<file path="src/rtl/q_max_scanner.sv">
// q_max_scanner: streams one Q-table row over a sync-read port and
// returns the largest legal Q-value and its action index.
module q_max_scanner #(
  parameter int DATA_W    = 16,
  parameter int N_ACTIONS = 9,
  parameter int ADDR_W    = 4
) (
  input  logic                 clk,
  input  logic                 rst_n,
  input  logic                 start,
  input  logic [N_ACTIONS-1:0] legal_mask,
  output logic                 rd_en,
  output logic [ADDR_W-1:0]    rd_addr,
  input  logic [DATA_W-1:0]    rd_data,
  output logic                 busy,
  output logic                 done,
  output logic [DATA_W-1:0]    max_q,
  output logic [ADDR_W-1:0]    best_action,
  output logic                 no_legal
);

  typedef enum logic [1:0] {
    IDLE,
    READ,
    DRAIN,
    DONE
  } state_t;

  localparam logic [ADDR_W-1:0] LAST = ADDR_W'(N_ACTIONS - 1);

  state_t state, state_nxt;

  logic [N_ACTIONS-1:0]     mask_q;
  logic                     cmp_vld;
  logic [ADDR_W-1:0]        cmp_idx;
  logic signed [DATA_W-1:0] best_q;
  logic [ADDR_W-1:0]        best_idx;
  logic                     best_vld;
  logic                     last_cmp;
  logic                     take;

  assign last_cmp = cmp_vld && (cmp_idx == LAST);

  // A legal entry loads when nothing is held yet, else only on strict gain
  assign take = cmp_vld && mask_q[cmp_idx] &&
                (!best_vld || ($signed(rd_data) > best_q));

  // Next-state: read sweep, wait for last compare, one result cycle
  always_comb begin
    state_nxt = state;
    unique case (state)
      IDLE:    if (start) state_nxt = READ;
      READ:    if (rd_addr == LAST) state_nxt = DRAIN;
      DRAIN:   if (last_cmp) state_nxt = DONE;
      DONE:    state_nxt = IDLE;
      default: state_nxt = IDLE;
    endcase
  end

  // State register
  always_ff @(posedge clk or negedge rst_n) begin
    if (!rst_n) state <= IDLE;
    else        state <= state_nxt;
  end

  // Read address generator, handshake flags and result registers
  always_ff @(posedge clk or negedge rst_n) begin
    if (!rst_n) begin
      rd_en       <= 1'b0;
      rd_addr     <= '0;
      busy        <= 1'b0;
      done        <= 1'b0;
      mask_q      <= '0;
      max_q       <= '0;
      best_action <= '0;
      no_legal    <= 1'b0;
    end else begin
      done <= 1'b0;
      unique case (state)
        IDLE: begin
          if (start) begin
            mask_q  <= legal_mask;
            busy    <= 1'b1;
            rd_en   <= 1'b1;
            rd_addr <= '0;
          end
        end
        READ: begin
          if (rd_addr == LAST) begin
            rd_en   <= 1'b0;
            rd_addr <= '0;
          end else begin
            rd_addr <= rd_addr + 1'b1;
          end
        end
        DRAIN: ;
        DONE: begin
          done  <= 1'b1;
          busy  <= 1'b0;
          if (best_vld) begin
            max_q       <= best_q;
            best_action <= best_idx;
            no_legal    <= 1'b0;
          end else begin
            max_q       <= '0;
            best_action <= '0;
            no_legal    <= 1'b1;
          end
        end
        default: ;
      endcase
    end
  end

  // Compare stage: tracks which address the returning rd_data belongs to
  always_ff @(posedge clk or negedge rst_n) begin
    if (!rst_n) begin
      cmp_vld  <= 1'b0;
      cmp_idx  <= '0;
      best_q   <= '0;
      best_idx <= '0;
      best_vld <= 1'b0;
    end else begin
      cmp_vld <= rd_en;
      cmp_idx <= rd_addr;
      if (state == IDLE && start) begin
        best_vld <= 1'b0;
      end else if (take) begin
        best_q   <= $signed(rd_data);
        best_idx <= cmp_idx;
        best_vld <= 1'b1;
      end
    end
  end

endmodule

</file>
<file path="config.mk">
export PLATFORM = sky130hd
export DESIGN_NAME = q_max_scanner
export DESIGN_NICKNAME = d
export VERILOG_FILES = /design/src/rtl/q_max_scanner.sv
export SDC_FILE = /design/constraint.sdc
export NUM_CORES = 1
export LEC_CHECK = 0
export BUFFER_PORTS_ARGS = -buffer_cell sky130_fd_sc_hd__buf_2
export CORE_ASPECT_RATIO = 1.1
export CORE_MARGIN = 2
export CORE_UTILIZATION = 56
export DETAILED_ROUTE_END_ITERATION = 8
export HOLD_SLACK_MARGIN = 0.02
export PLACE_DENSITY = 0.91
export SLEW_MARGIN = 20
export SYNTH_ARGS = -nofsm -noshare
export SYNTH_HDL_FRONTEND = slang
export SYNTH_SLANG_ARGS = --single-unit
</file>
<file path="constraint.sdc">
create_clock -name clk -period 2.6 [get_ports clk]
set_input_delay 0.52 -clock clk [delete_from_list [all_inputs] [get_ports clk]]
set_output_delay 0.52 -clock clk [all_outputs]
set_load 0.02 [all_outputs]
</file>
=== Yosys cells after proc, flatten, opt, wreduce, memory -nomap -nowiden ===
Index checks and enable logic that the tools add are counted.

* Word-level logic and storage cells: 61
* Output and inout port bits: 28
* Bits in registers: 65
* Bits of input ports: 28

* Order comparisons: 2
* Muxes and demuxes: 19
* Add/subtract/negate cells: 1
* Reduce and logical (&&, ||, !) cells: 16
* Bitwise gates (word level): 1
* Equal/unequal tests: 8

{| class="wikitable"
|+ Operator list
! cell !! count
|-
| > comparator 16 bit || 1
|-
| two-way mux 16 bit || 1
|-
| two-way mux 4 bit || 3
|-
| equality test 4 bit, second input constant || 2
|-
| one-hot mux 2 bit (4 select lines) || 1
|-
| one-hot mux 4 bit (2 select lines) || 1
|-
| AND reduction 2 bit || 4
|-
| two-way mux 1 bit || 7
|-
| two-way mux 2 bit || 3
|-
| != test 2 bit, second input constant || 3
|-
| AND reduction 3 bit || 2
|-
| nonzero test 2 bit || 3
|-
| less-than comparator 4 x 5 -> 1 bit, second input constant || 1
|-
| adder 4 x 1 -> 4 bit, second input constant || 1
|-
| binary-select mux 1 bit (select 4 bit) || 1
|-
| equality test 2 bit, second input constant || 2
|-
| logical AND 1 bit || 4
|-
| one-hot mux 1 bit (2 select lines) || 2
|-
| equality test 2 x 1 -> 1 bit, second input constant || 1
|-
| logical NOT 2 bit || 1
|-
| logical NOT 1 bit || 1
|-
| logical OR 1 bit || 1
|-
| inverter 1 bit || 1
|}

=== Logic depth before layout (Yosys ltp) ===
Gate-level depths: netlist of run 1.

* Depth after elaboration: 6
* Depth in mapped cells: 9
* Gate-level depth less buffers: 8

=== Worst setup path after synthesis of run 1 ===
No wires, ideal clock.

* Path type: input port to flip-flop
* Start point: in rd_data[15]
* End point: reg best_idx[0]
* Buffers on the path: 1
* Required time: 2475 ps
* Library setup time: 125 ps
* Stages on the path: 8
* Slack: 296 ps
* Data arrival time: 2179 ps
* Path through: ha_1 > nand4_2 > nor4_2 > a21boi_2 > o211ai_1 > nand4_2 > buf_6 > mux2_4

* Longest elaborated chain between the ends: 4

{| class="wikitable"
|+ RTL lines
! element !! line !! source
|-
| from (decl) || 14 || <nowiki>input logic [DATA_W-1:0] rd_data,</nowiki>
|-
| > comparator 16 bit || 46 || <nowiki>(!best_vld || ($signed(rd_data) > best_q));</nowiki>
|-
| logical OR 1 bit || 46 ||
|-
| logical AND 1 bit || 45 || <nowiki>assign take = cmp_vld && mask_q[cmp_idx] &&</nowiki>
|-
| AND reduction 2 bit (no line) || - ||
|-
| to (signal assigned) || 130 || <nowiki>best_idx <= cmp_idx;</nowiki>
|-
| to (decl) || 37 || <nowiki>logic [ADDR_W-1:0] best_idx;</nowiki>
|}

No other way between the ends.
A chain may end at the register's enable or synchronous reset.

=== Worst setup path after layout of run 1 ===
* Start point: reg best_q[12]
* End point: reg best_q[9]

* Longest elaborated chain between the ends: 4

{| class="wikitable"
|+ RTL lines
! element !! line !! source
|-
| from (decl) || 36 || <nowiki>logic signed [DATA_W-1:0] best_q;</nowiki>
|-
| from (signal assigned) || 129 || <nowiki>best_q <= $signed(rd_data);</nowiki>
|-
| > comparator 16 bit || 46 ||
|-
| logical OR 1 bit || 46 ||
|-
| logical AND 1 bit || 45 ||
|-
| AND reduction 2 bit (no line) || - ||
|}

No other way between the ends.

==> flow_summary.toml, run 1 <==
[timing]
drv_slew = 0
slew_headroom_pct = 52.9
final.setup.worst_slack_ps = 169
worst_pin_slew_ps = 706
hold_ws_ps = 221
rsz0062_at_grt = "false"
fmax_mhz = 411
hold_viol = 0
setup_tns_ps = 0
min_period_over_period_pct = 93.5
finalCriticalPeriod_ps = 2430
setup-violations-final = 0
skew_ps = 12.8

[global_routing]
grt_remaining_overflow = 0
grt_pass1_wl_mm = 10.6
grt_use_total_pct = 22.6
first_global_vias = 2409
antenna_found_initial = 0
grt_max_degree = 37

[routing]
wl_per_cell_um = 15.2
topRoutingLayerUsed = "met4"
firstDrtPassIters = 4
drc = 0
met1_length_mm = 2.69
wl_met2_mm = 3.28
dr_wl_met3_um = 306
drtIter0Drc = 99
drt_wl_total_mm = 6.48
via_per_inst = 5.44
ant_nets = 0
num_vias = 2312

[setup_path]
criticalPathCategory = "reg2reg"
startpoint_type = "flop"
critPathMaxFanout = 8
endpoint_kind = "flop"
worstPathArrival_ps = 2650
cp_data_required_time_ps = 2820

[synthesis]
yosysTopAreaCell = "dfrtp_1"
synthArstFlopShare_pct = 100
synth_top_family_by_area = "multiplexers"
synth_seq_cells = 65
synthesis.nets = 333
synthMuxAreaShare_pct = 13.7
yosysUniqueCellTypes = 35
synth_compound_area_share_pct = 9.27
synth-main-ff-cell = "dfrtp_1"
syn_avg_cell_area_um2 = 11.2
synth.cell_area_um2 = 3170
synthXorXnorAreaFrac_pct = 0
synth.area.top_cells = "dfrtp_1 51%, ha_1 9.1%, mux2_4 8.5%"
synth_edf_count = 0
yosysWarnings = 0
synth_seq_area_share_pct = 51.3
synth_top_area_share_pct = 51.3
synth_fa_ha_area_share_pct = 9.07
synthCells = 282
synthSimpleGateAreaFrac_pct = 9.78

[clocking]
ctsRootBufferMaster = "clkbuf_8"
clkTransAtPathRegs_ps = 70
clkSinkCount = 65
cts-hold-fix-buffers = 0
postCtsSetupRepairBufs = 0
post_cts_resized = 0
cts-buffers-inserted = 9
clock_path_buffers = 2
cts_tree = "done"
htree_num_levels = 3
clk_latency_ps = 340

[cells_and_area]
syn_to_final_growth_pct = 18.5
layout-drive-gt1-share_pct = 32.0
mostFrequentLayoutCell = "dfrtp_1"
layoutNonFillerInstCount = 425
fin_nets = 397
antenna_cells = 0
final_cell_mix = "65 x dfrtp_1, 55 x buf_2, 45 x inv_1"

[floorplanning]
start_util_pct = 58.4
rows = 28
io_pins = 56
die_w_um = 75.8
coreArea_um2 = 5430
die-area_um2 = 6280
die_h_um = 82.9

[pwr]
p_comb_share_pct = 4.5
pwr-share-clk_pct = 43.2
swShare_pct = 21.5
p_leak_nw = 1.94
seqPwrFrac_pct = 52.3
internal_power_mw = 1.52
p_switching_uw = 416
power_density_nw_per_um2 = 515
ir_drop_mv = 0.465

[placement]
placed_cells = 410
io_buffers = 55
gp_congestion = 0.755
dp_slack_ps = -24.8
hpwlAfterDp_mm = 4.83

[hold_path]
hold_path_class = "in2async"

[job]
cap_violations = 0

[status]
outcome = "completed"
critical path, stage by stage, from the launching register on:
cell and delay, ps:
dfrtp_1 380, inv_1 80, ha_1 300, nand4_2 160
nor4_2 340, a21boi_2 220, o211ai_1 130, nand4_2 170
buf_4 210, mux2_4 320
power groups by stage:
stage | Combinational (mW) | Sequential [mW] | Clock, mW
after detailed placement | 0.0876 | 1.03 | 0
after CTS | 0.0883 | 1.01 | 0.847
final | 0.0877 | 1.01 | 0.835
after global placement | 0.0820 | 1.03 | 0
after floorplan | 0.0268 | 1.03 | 0
after global routing | 0.0985 | 1.01 | 0.901
cells by family after synthesis:
| group | Yosys count |
|---|---|
| compound gates | 49 |
| fa+ha+maj | 23 |
| buf+inv | 54 |
| flops | 65 |
| mux | 31 |
| simple gates | 60 |
worst paths after layout:
path | from | to | slack [ps] | cells after the start
max in group asynchronous | rst_n | state[0] | 1730 | 2
worst max-delay path | best_q[12] | best_q[9] | 170 | 9
min in group clk | legal_mask[0] | mask_q[0] | 410 | 2
worst min register to register | rd_en | cmp_vld | 440 | 0
worst max register to register | best_q[12] | best_q[9] | 170 | 9
worst min-delay path | rst_n | max_q[15] | 220 | 1
synth_stat cells (3+ instances only):
cell	count
nor2b_1	4
ha_1	23
mux2i_1	3
o21ai_0	28
inv_1	45
clkbuf_1	7
nor3_1	3
mux2_2	8
nand2_1	29
mux2_4	18
a21oi_1	8
nand4_1	3
nand3_1	10
dfrtp_1	65
final cells by class:
cell class	count	area (um2)
Sequential cell	65	1630
Fill cell	386	1670
Timing Repair Buffer	62	340
Multi-Input combinational cell	163	1330
Clock inverter	1	7.51
Inverter	45	169
Clock buffer	14	193
Tap cell	75	93.8
layer usage:
metal | vias to the layer above | global-route usage (%)
met5 | - | 0
met4 | 0 | 10.4
met3 | 21 | 7.28
met2 | 68 | 35.3
met1 | 1139 | 27.9
li1 | 1084 | -
metrics by stage:
step / total power [mW] / instance area, um2 / utilization, %
4_1_cts: 1.95 / 3760 / 69.2
6_report: 1.93 / 3760 / 69.2
2_1_floorplan: 1.06 / 3170 / -
5_1_grt: 2.01 / 3760 / 69.2
3_5_place_dp: 1.12 / 3560 / 65.5
3_3_place_gp: 1.11 / 3560 / 65.5
registers in the layout, summed over array words and instances, names as in the netlist:
| register | cells |
|---|---|
| rd_addr | 4 |
| state | 2 |
| best_idx | 4 |
| rd_en | 1 |
| no_legal | 1 |
| mask_q | 9 |
| best_action | 4 |
| cmp_vld | 1 |
| max_q | 16 |
| done | 1 |
| best_vld | 1 |
| busy | 1 |
| cmp_idx | 4 |
| best_q | 16 |
(Power assumes the default switching activity.)
==> inputs of run 2 (changes only) <==
- CORE_UTILIZATION: 56 -> 50
- PLACE_DENSITY: 0.91 -> 0.86
- clock period: 2.6 -> 2.2 ns (I/O delays scaled with it)
==> run 2 against run 1 <==
Count of clock-buffer cells in the layout fell by 3. Global-route usage decreased by 1.5 points. The flow now finishes with violations (setup timing). Die area grew 11%. Power rose by 27%. Sequential share of layout area decreased by 3.6 points. Routed wire length up 5.7%.
==> flow_summary.toml, run 2 (synthesis gave the netlist of run 1 again) <==
[status]
outcome = "complete, but fails checks"
violations = "setup timing"

[clocking]
clk_latency_ps = 350
ctsRootBufferMaster = "clkbuf_8"
cts-buffers-inserted = 9
cts-hold-fix-buffers = 0
htree_num_levels = 3
clkSinkCount = 65
clock_path_buffers = 2
cts_tree = "done"
clkTransAtPathRegs_ps = 70

[timing]
rsz0062_at_grt = "true"
final.setup.worst_slack_ps = -104
slew_headroom_pct = 58.6
drv_slew = 0
skew_ps = 11.2
fmax_mhz = 434
min_period_over_period_pct = 105
worst_pin_slew_ps = 614
hold_viol = 0
setup-violations-final = 18
finalCriticalPeriod_ps = 2300

[routing]
drc = 0
drt_wl_total_mm = 6.85
firstDrtPassIters = 6
drtIter0Drc = 124
num_vias = 2363
via_per_inst = 5.24
ant_nets = 0
wl_per_cell_um = 15.2

[placement]
hpwlAfterDp_mm = 4.65
dp_slack_ps = -312
gp_congestion = 0.793
postPlaceCellArea_um2 = 3680
placed_cells = 430
io_buffers = 55

[cells_and_area]
layout-drive-gt1-share_pct = 40.2
syn_to_final_growth_pct = 29.3
final_cell_mix = "65 x dfrtp_1, 55 x buf_2, 41 x inv_1"
final_area_um2 = 4100
layoutNonFillerInstCount = 451
fin_nets = 419
reg_top3 = "best_q (16), max_q (16), mask_q (9)"
antenna_cells = 0
mostFrequentLayoutCell = "dfrtp_1"
fillerInstances = 465

[global_routing]
grt_use_met2_pct = 37.2
grt_pass1_wl_mm = 11.1
antenna_found_initial = 0
first_global_vias = 2476
use_met1_pct = 23.6
use_met3_pct = 7.11
grt_max_degree = 66
grt_use_total_pct = 21.1
grt_remaining_overflow = 0
busiest_layer = "met2"

[floorplanning]
rows = 30
die_h_um = 87.5
start_util_pct = 51.5
io_pins = 56
die_w_um = 79.9
coreArea_um2 = 6160
die-area_um2 = 7000

[setup_path]
rrSetupSlack_ps = -100
path_buf_inv = 3
crit_end = "best_q[13]"
r2r-end = "best_q[13]"
criticalPathCategory = "reg2reg"
r2r_cells = 10
critPathTopFamily = "simple AND/OR/NAND/NOR gates"
cp.depth = 10
startpoint_type = "flop"
rr_startpoint = "best_q[9]"
slowest_delay_ps = 390
cp_data_required_time_ps = 2420
worstPathArrival_ps = 2530
endpoint_kind = "flop"
critPathMaxFanout = 6
crit_chain = "inv_1, ha_4, nand2_2, nor4_4, a21boi_2, o211ai_1, buf_4, nand4_4, buf_6, mux2_4"
cp_slowest_cell = "dfrtp_1"
startpoint = "best_q[9]"

[pwr]
internal_power_mw = 1.94
swShare_pct = 21.2
p_switching_uw = 520
seqPwrFrac_pct = 48.6
p_comb_share_pct = 5.2
ir_drop_mv = 0.330
power_density_nw_per_um2 = 600
p_leak_nw = 2.09
pwr-share-clk_pct = 46.2

[hold_path]
hold_path_class = "in2async"

[job]
cap_violations = 0
[run 2: cell count changes in the layout (fill, tap and decap cells not counted), moves of 3 or more]
cell,before,now
clkbuf_8,14,11
buf_4,6,25
inv_2,0,4
ha_4,0,8
ha_1,23,14
inv_1,45,41
[run 2: timing repair]
action / 4_1_cts / 5_1_grt
setup endpoints to repair: 18 / 19
resized for setup: 13 / 11
setup buffers: 1 / 6
pin swaps: 3 / 8
[run 2: power groups by stage]
| stage | combinational (mW) | clock [mW] | sequential (mW) |
|---|---|---|---|
| 6_report | 0.128 | 1.14 | 1.19 |
| 3_5_place_dp | 0.107 | 0 | 1.22 |
| 2_1_floorplan | 0.0317 | 0 | 1.22 |
| 5_1_grt | 0.144 | 1.21 | 1.19 |
| 3_3_place_gp | 0.102 | 0 | 1.22 |
| 4_1_cts | 0.117 | 1.16 | 1.19 |
[run 2: through the flow]
step	setup TNS (ps)	util (%)	hold slack [ps]	power [mW]
detailed placement	-5550	59.7	435	1.32
global route	-3170	66.6	110	2.55
CTS	-921	64.8	96.3	2.47
global placement	-2960	59.7	427	1.32
finish	-1690	66.6	80.9	2.46
floorplan	0	-	144	1.25
[run 2: layout make-up]
class                   count  area [um2]  area share [%]
clock buffers              11         151            3.69
clock inverters             3        65.1            1.59
inverters                  45         169            4.12
multi-input cells         163        1470            35.7
flip-flops and latches     65        1630            39.7
well taps                  80         100            2.44
repair buffers             84         524            12.8
[run 2: per-layer routing]
metal / wire length [um] / share of wire [%] / up-vias
met5: 0 / 0 / -
met2: 3590 / 52 / 58
met3: 327 / 4.8 / 14
met4: 144 / 2.1 / 0
met1: 2790 / 41 / 1169
li1: - / - / 1122
[run 2: how the worst min path moves through the flow]
stage           from             end  slack, ps
6_report       rst_n       mask_q[1]         80
5_1_grt        rst_n       mask_q[2]        110
4_1_cts        rst_n       mask_q[2]        100
3_5_place_dp   rd_en         cmp_vld        440
3_3_place_gp   rd_en         cmp_vld        430
2_1_floorplan  rst_n  best_action[0]        140
